===== config.mk =====
export PLATFORM = sky130hd
export DESIGN_NAME = cpu_controller
export DESIGN_NICKNAME = d
export VERILOG_FILES = /design/src/rtl/cpu_pkg.sv /design/src/rtl/cpu_ctrl_decode.sv /design/src/rtl/cpu_controller.sv
export SDC_FILE = /design/constraint.sdc
export NUM_CORES = 1
export LEC_CHECK = 0
export ABC_AREA = 1
export CAP_MARGIN = 20
export CORE_MARGIN = 2
export CORE_UTILIZATION = 44
export DETAILED_ROUTE_END_ITERATION = 6
export HOLD_SLACK_MARGIN = 0.05
export PLACE_DENSITY = 0.73
export SLEW_MARGIN = 25
export SYNTH_ARGS = -nofsm -noshare
export SYNTH_HDL_FRONTEND = slang
export SYNTH_SLANG_ARGS = --single-unit

===== constraint.sdc =====
create_clock -name clk -period 1.5 [get_ports clk]
set_clock_uncertainty 0.15 [all_clocks]
set_input_delay 0.375 -clock clk [delete_from_list [all_inputs] [get_ports clk]]
set_output_delay 0.375 -clock clk [all_outputs]
set_load 0.01 [all_outputs]

===== src/rtl/cpu_pkg.sv =====
// Shared types for the accumulator CPU controller.
// Opcode and phase encodings used by the sequencer and its decoder.
package cpu_pkg;

  localparam int OPCODE_W = 3;

  typedef enum logic [2:0] {
    OP_HLT = 3'd0,
    OP_SKZ = 3'd1,
    OP_ADD = 3'd2,
    OP_AND = 3'd3,
    OP_XOR = 3'd4,
    OP_LDA = 3'd5,
    OP_STO = 3'd6,
    OP_JMP = 3'd7
  } opcode_t;

  typedef enum logic [2:0] {
    INST_ADDR  = 3'd0,
    INST_FETCH = 3'd1,
    INST_LOAD  = 3'd2,
    IDLE       = 3'd3,
    OP_ADDR    = 3'd4,
    OP_FETCH   = 3'd5,
    ALU_OP     = 3'd6,
    STORE      = 3'd7
  } phase_t;

endpackage


===== src/rtl/cpu_ctrl_decode.sv =====
// Combinational strobe decode from phase, opcode, zero flag and halt state.
// Once halted, only halt is driven high.
module cpu_ctrl_decode
  import cpu_pkg::*;
(
  input  phase_t  phase,
  input  opcode_t opcode,
  input  logic    zero,
  input  logic    halted,
  output logic    sel,
  output logic    rd,
  output logic    ld_ir,
  output logic    inc_pc,
  output logic    ld_pc,
  output logic    ld_ac,
  output logic    wr,
  output logic    data_e,
  output logic    halt
);

  logic alu_op;
  logic is_sto;
  logic is_jmp;

  assign alu_op = opcode inside {OP_ADD, OP_AND, OP_XOR, OP_LDA};
  assign is_sto = (opcode == OP_STO);
  assign is_jmp = (opcode == OP_JMP);

  always_comb begin
    sel    = 1'b0;
    rd     = 1'b0;
    ld_ir  = 1'b0;
    inc_pc = 1'b0;
    ld_pc  = 1'b0;
    ld_ac  = 1'b0;
    wr     = 1'b0;
    data_e = 1'b0;
    halt   = 1'b0;
    if (halted) begin
      halt = 1'b1;
    end else begin
      unique case (phase)
        INST_ADDR: begin
          sel = 1'b1;
        end
        INST_FETCH: begin
          sel = 1'b1;
          rd  = 1'b1;
        end
        INST_LOAD, IDLE: begin
          sel   = 1'b1;
          rd    = 1'b1;
          ld_ir = 1'b1;
        end
        OP_ADDR: begin
          inc_pc = 1'b1;
          halt   = (opcode == OP_HLT);
        end
        OP_FETCH: begin
          rd = alu_op;
        end
        ALU_OP: begin
          rd     = alu_op;
          inc_pc = (opcode == OP_SKZ) && zero;
          ld_pc  = is_jmp;
          data_e = is_sto;
        end
        STORE: begin
          rd     = alu_op;
          inc_pc = is_jmp;
          ld_pc  = is_jmp;
          ld_ac  = alu_op;
          wr     = is_sto;
          data_e = is_sto;
        end
      endcase
    end
  end

endmodule


===== src/rtl/cpu_controller.sv =====
// Eight-phase instruction sequencer: phase register, sticky halt,
// saturating retired-instruction counter and strobe decode.
module cpu_controller
  import cpu_pkg::*;
#(
  parameter int OPCODE_W    = 3,
  parameter int INSTR_CNT_W = 16
) (
  input  logic                   clk,
  input  logic                   rst_n,
  input  logic                   run,
  input  logic [OPCODE_W-1:0]    opcode,
  input  logic                   zero,
  output logic                   sel,
  output logic                   rd,
  output logic                   ld_ir,
  output logic                   inc_pc,
  output logic                   ld_pc,
  output logic                   ld_ac,
  output logic                   wr,
  output logic                   data_e,
  output logic                   halt,
  output logic [2:0]             phase,
  output logic [INSTR_CNT_W-1:0] instr_cnt
);

  if (OPCODE_W != 3) begin : g_bad_w
    $error("cpu_controller: OPCODE_W must be 3");
  end

  phase_t                 phase_q;
  logic                   halted_q;
  logic [INSTR_CNT_W-1:0] cnt_q;
  opcode_t                op;

  assign op = opcode_t'(opcode[2:0]);

  always_ff @(posedge clk) begin
    if (!rst_n) begin
      phase_q  <= INST_ADDR;
      halted_q <= 1'b0;
      cnt_q    <= '0;
    end else if (run && !halted_q) begin
      if (phase_q == OP_ADDR && op == OP_HLT) begin
        halted_q <= 1'b1;
      end else begin
        phase_q <= phase_t'(phase_q + 3'd1);
        if (phase_q == STORE && cnt_q != '1)
          cnt_q <= cnt_q + 1'b1;
      end
    end
  end

  assign phase     = phase_q;
  assign instr_cnt = cnt_q;

  cpu_ctrl_decode u_decode (
    .phase  (phase_q),
    .opcode (op),
    .zero   (zero),
    .halted (halted_q),
    .sel    (sel),
    .rd     (rd),
    .ld_ir  (ld_ir),
    .inc_pc (inc_pc),
    .ld_pc  (ld_pc),
    .ld_ac  (ld_ac),
    .wr     (wr),
    .data_e (data_e),
    .halt   (halt)
  );

endmodule


==> summary.md <==
| Metric | Value |
|---|---|
| CP peak stage delay | `roughly 400 ps` |
| Fraction of registers with async set/reset | `0` |
| Crit path capture type | `output pin` |
| Vias | `2098` |
| Initial DRC Count | `282` |
| Starting Density | `0.4595` |
| WL final | `approximately 7400 microns` |
| Sequential power share | `0.400` |
| Slew headroom | `0.7821` |
| Placed cells | `between 300 and 400` |
| Leakage | `1.180 nW` |
| Initial antenna violation count | `0` |
| Die Wd | `between 60 and 70 microns` |
| Netlist cell types | `25` |
| Post-synth top cells | `nor2_1 (44), nand2_1 (43), inv_1 (29)` |
| Core Util, Final | `0.9426` |
| Final Hold Fails | `0` |
| Num CTS Buffers | `3` |
| Die Y | `~60 microns` |
| TritonCTS sink count | `20` |
| Critical Path AT | `roughly 1600 ps` |
| Fin nets | `approximately 320` |
| Final Non-Filler Cells | `352` |
| Post-cts hold buffer count | `0` |
| DR WL met3 | `roughly 700 microns` |
| Register area share after synthesis | `0.2878` |
| Post-Synthesis Cells | `roughly 220` |
| Max frequency | `475.7 MHz` |
| Clk_lat worst skew | `340 ps` |
| Clock-pin slew on the worst setup and hold paths | `roughly 160 ps` |
| Post-synth top area cell | `dfxtp_1` |
| Die ar. | `~3600 sq um` |
| Largest net degree at the start of global routing | `21` |
| WS Path Type | `reg2out` |
| Crit path required time | `between 900 and 1000 ps` |
| Fin Setup TNS | `-10370 ps` |
| Final worst-path cycle share | `1.401` |
| P_int | `approximately 920 uW` |
| Syn Nets | `approximately 230` |
| Final setup viols | `31` |
| Power share of the clock group | `0.317` |
| Top layer in use | `met4` |
| CTS H-tree lvls | `1` |
| Cells along the critical path | `inv_4 -> ha_4 -> nand2_2 -> inv_2 -> nand4_1 -> o21ai_2 -> inv_1 -> o22ai_2 -> buf_2` |
| Worst-path fanout max | `3` |
| Combinational share of power | `0.283` |
| DR WL/cell | `approximately 21 microns` |
| Cell area power density | `between 400 and 500 nW/um^2` |
| Via density | `5.960` |
| Post-DP HPWL | `between 2000 and 3000 microns` |
| Syn_area_per_cell | `between 6 and 7 sq um` |
| Sw Share | `0.3212` |
| Placement-stage cell area | `2176 sq um` |
| Max Cap Viol | `0` |
| #FFs+latches synth | `20` |
| DRC viols | `2` |
| CTS tree | `built` |
| RSZ-0062 raised after global routing | `true` |
| Pre-antenna DRT Iters | `7` |
| Core area | `3028 sq um` |
| Failing checks | `DRC, setup timing` |
| Startpoint type of the worst setup path | `flip-flop` |
| Met1 WL | `around 2600 microns` |
| Syn-to-layout area delta | `105.1%` |
| Number of I/O port buffers | `34` |
| IO Pins | `35` |
| Slew @ Worst Pin | `325.6 ps` |
| Status | `finished with violations` |
| Number of flops mapped to enable cells by yosys | `0` |
| Post-route cell area | `2854 sq um` |
| # rows | `20` |
| Most common cell in the netlist | `nor2_1` |
| Number of antenna diodes | `0` |
| Root Driver | `clkbuf_4` |
| Final WS setup | `-602.0 ps` |
| Share of layout cells above drive strength 1 | `0.6364` |
| Worst path slowest cell | `dfxtp_4` |
| Ranking of synthesized cells by area | `dfxtp_1 (29%), nor2_1 (12%), nand2_1 (12%)` |
| Slew Limit Fails | `0` |
| First-pass GRT wire length | `8245 microns` |
| Final Wtd Congestion | `~0.85` |
| Netlist Area Pre-Place | `roughly 1400 sq um` |
| Synth warn | `0` |
| Switch Pwr | `about 440 uW` |
| Post-route ant nets | `0` |
| Number of global-route vias before repair | `1772` |
| Worst hold slack | `387.5 ps` |
| Yosys top cell area share | `0.2878` |
| Met2 wire length | `around 3600 microns` |
| Total Routing Usage GR | `0.3061` |
| Worst VDD drop | `0.0004267 V` |
| Main synth FF type | `dfxtp_1` |
| Post-layout min period | `roughly 2100 ps` |
| Max Buffers Root-to-Sink | `2` |
| Type of the worst min-delay path | `reg2reg` |
| Congestion Overflow GR | `0` |
power by group through the flow:
stage / Combinational (mW) / Sequential [mW] / Clock, mW
after floorplan: 0.106 / 0.566 / 0
after global placement: 0.231 / 0.560 / 0
after detailed placement: 0.236 / 0.561 / 0
after CTS: 0.281 / 0.544 / 0.398
after global routing: 0.400 / 0.542 / 0.454
final: 0.384 / 0.542 / 0.430
cell type report:
type                            count  area (sq um)
Clock buffer                        4         47.55
Inverter                           29         128.9
Timing Repair Buffer               95         900.9
Sequential cell                    20         452.9
Tap cell                           44         55.05
Fill cell                          88         173.9
Multi-Input combinational cell    160          1269
flip-flops by register name, indices dropped and copies added, names as in the netlist:
register   count
instr_cnt     16
halted_q       1
phase          3
cells in the final DEF (no fill, tap or decap), types with 9 or more instances in the layout:
| cell type | count |
|---|---|
| nand2_2 | 10 |
| buf_4 | 35 |
| buf_6 | 25 |
| a21oi_1 | 9 |
| nor2_4 | 19 |
| clkbuf_2 | 10 |
| inv_1 | 21 |
| dfxtp_4 | 11 |
| nand3_2 | 12 |
| nand2_1 | 33 |
| nor2_1 | 25 |
| dfxtp_2 | 9 |
| nand3_1 | 9 |
logic make-up after synthesis:
| logic type | count (synthesis) | share of synthesized area |
|---|---|---|
| fa+ha+maj | 7 | 0.06295 |
| compound gates | 26 | 0.09893 |
| flops | 20 | 0.2878 |
| buf+inv | 36 | 0.1277 |
| simple gates | 126 | 0.4227 |
worst max-delay path, delay by kind of cell (launching register included):
| family | cells | cell delay, ps |
|---|---|---|
| flip-flops | 1 | 400 |
| buffers and inverters | 4 | 360 |
| adder cells (fa/ha/maj) | 1 | 130 |
| AO/OA/AOI/OAI | 2 | 180 |
| AND/OR/NAND/NOR | 2 | 170 |
what timing repair did:
| item | in CTS | in global routing |
|---|---|---|
| gates cloned | 3 | 0 |
| setup buffers | 9 | 15 |
| pin swaps | 15 | 22 |
| endpoints found under the setup margin | 47 | 47 |
| gates resized for setup | 150 | 93 |
path summary, 6_finish.rpt:
kind / depth (start not counted) / to / slack [ps] / from
setup / recovery: 9 / inc_pc / -600 / phase[0]$_SDFFE_PN0P_
hold / removal: 2 / instr_cnt[13]$_SDFFE_PN0P_ / 390 / instr_cnt[13]$_SDFFE_PN0P_
setup reg to reg: 12 / instr_cnt[3]$_SDFFE_PN0P_ / -420 / phase[0]$_SDFFE_PN0P_
hold reg to reg: 2 / instr_cnt[13]$_SDFFE_PN0P_ / 390 / instr_cnt[13]$_SDFFE_PN0P_
stage by stage:
| step | worst slack, ps | total power, mW |
|---|---|---|
| 2_1_floorplan | -62.88 | 0.6715 |
| 5_1_grt | -641.9 | 1.396 |
| 3_5_place_dp | -936.4 | 0.7976 |
| 4_1_cts | -506.2 | 1.223 |
| 6_report | -602.0 | 1.356 |
| 3_3_place_gp | -921.4 | 0.7919 |
routing by layer:
layer / track usage / up-vias
li1: - / 876
met1: 0.3558 / 970
met2: 0.5264 / 194
met3: 0.05628 / 58
met4: 0.1619 / 0
met5: 0 / -
No activity file was read; power rests on OpenSTA's default activity.
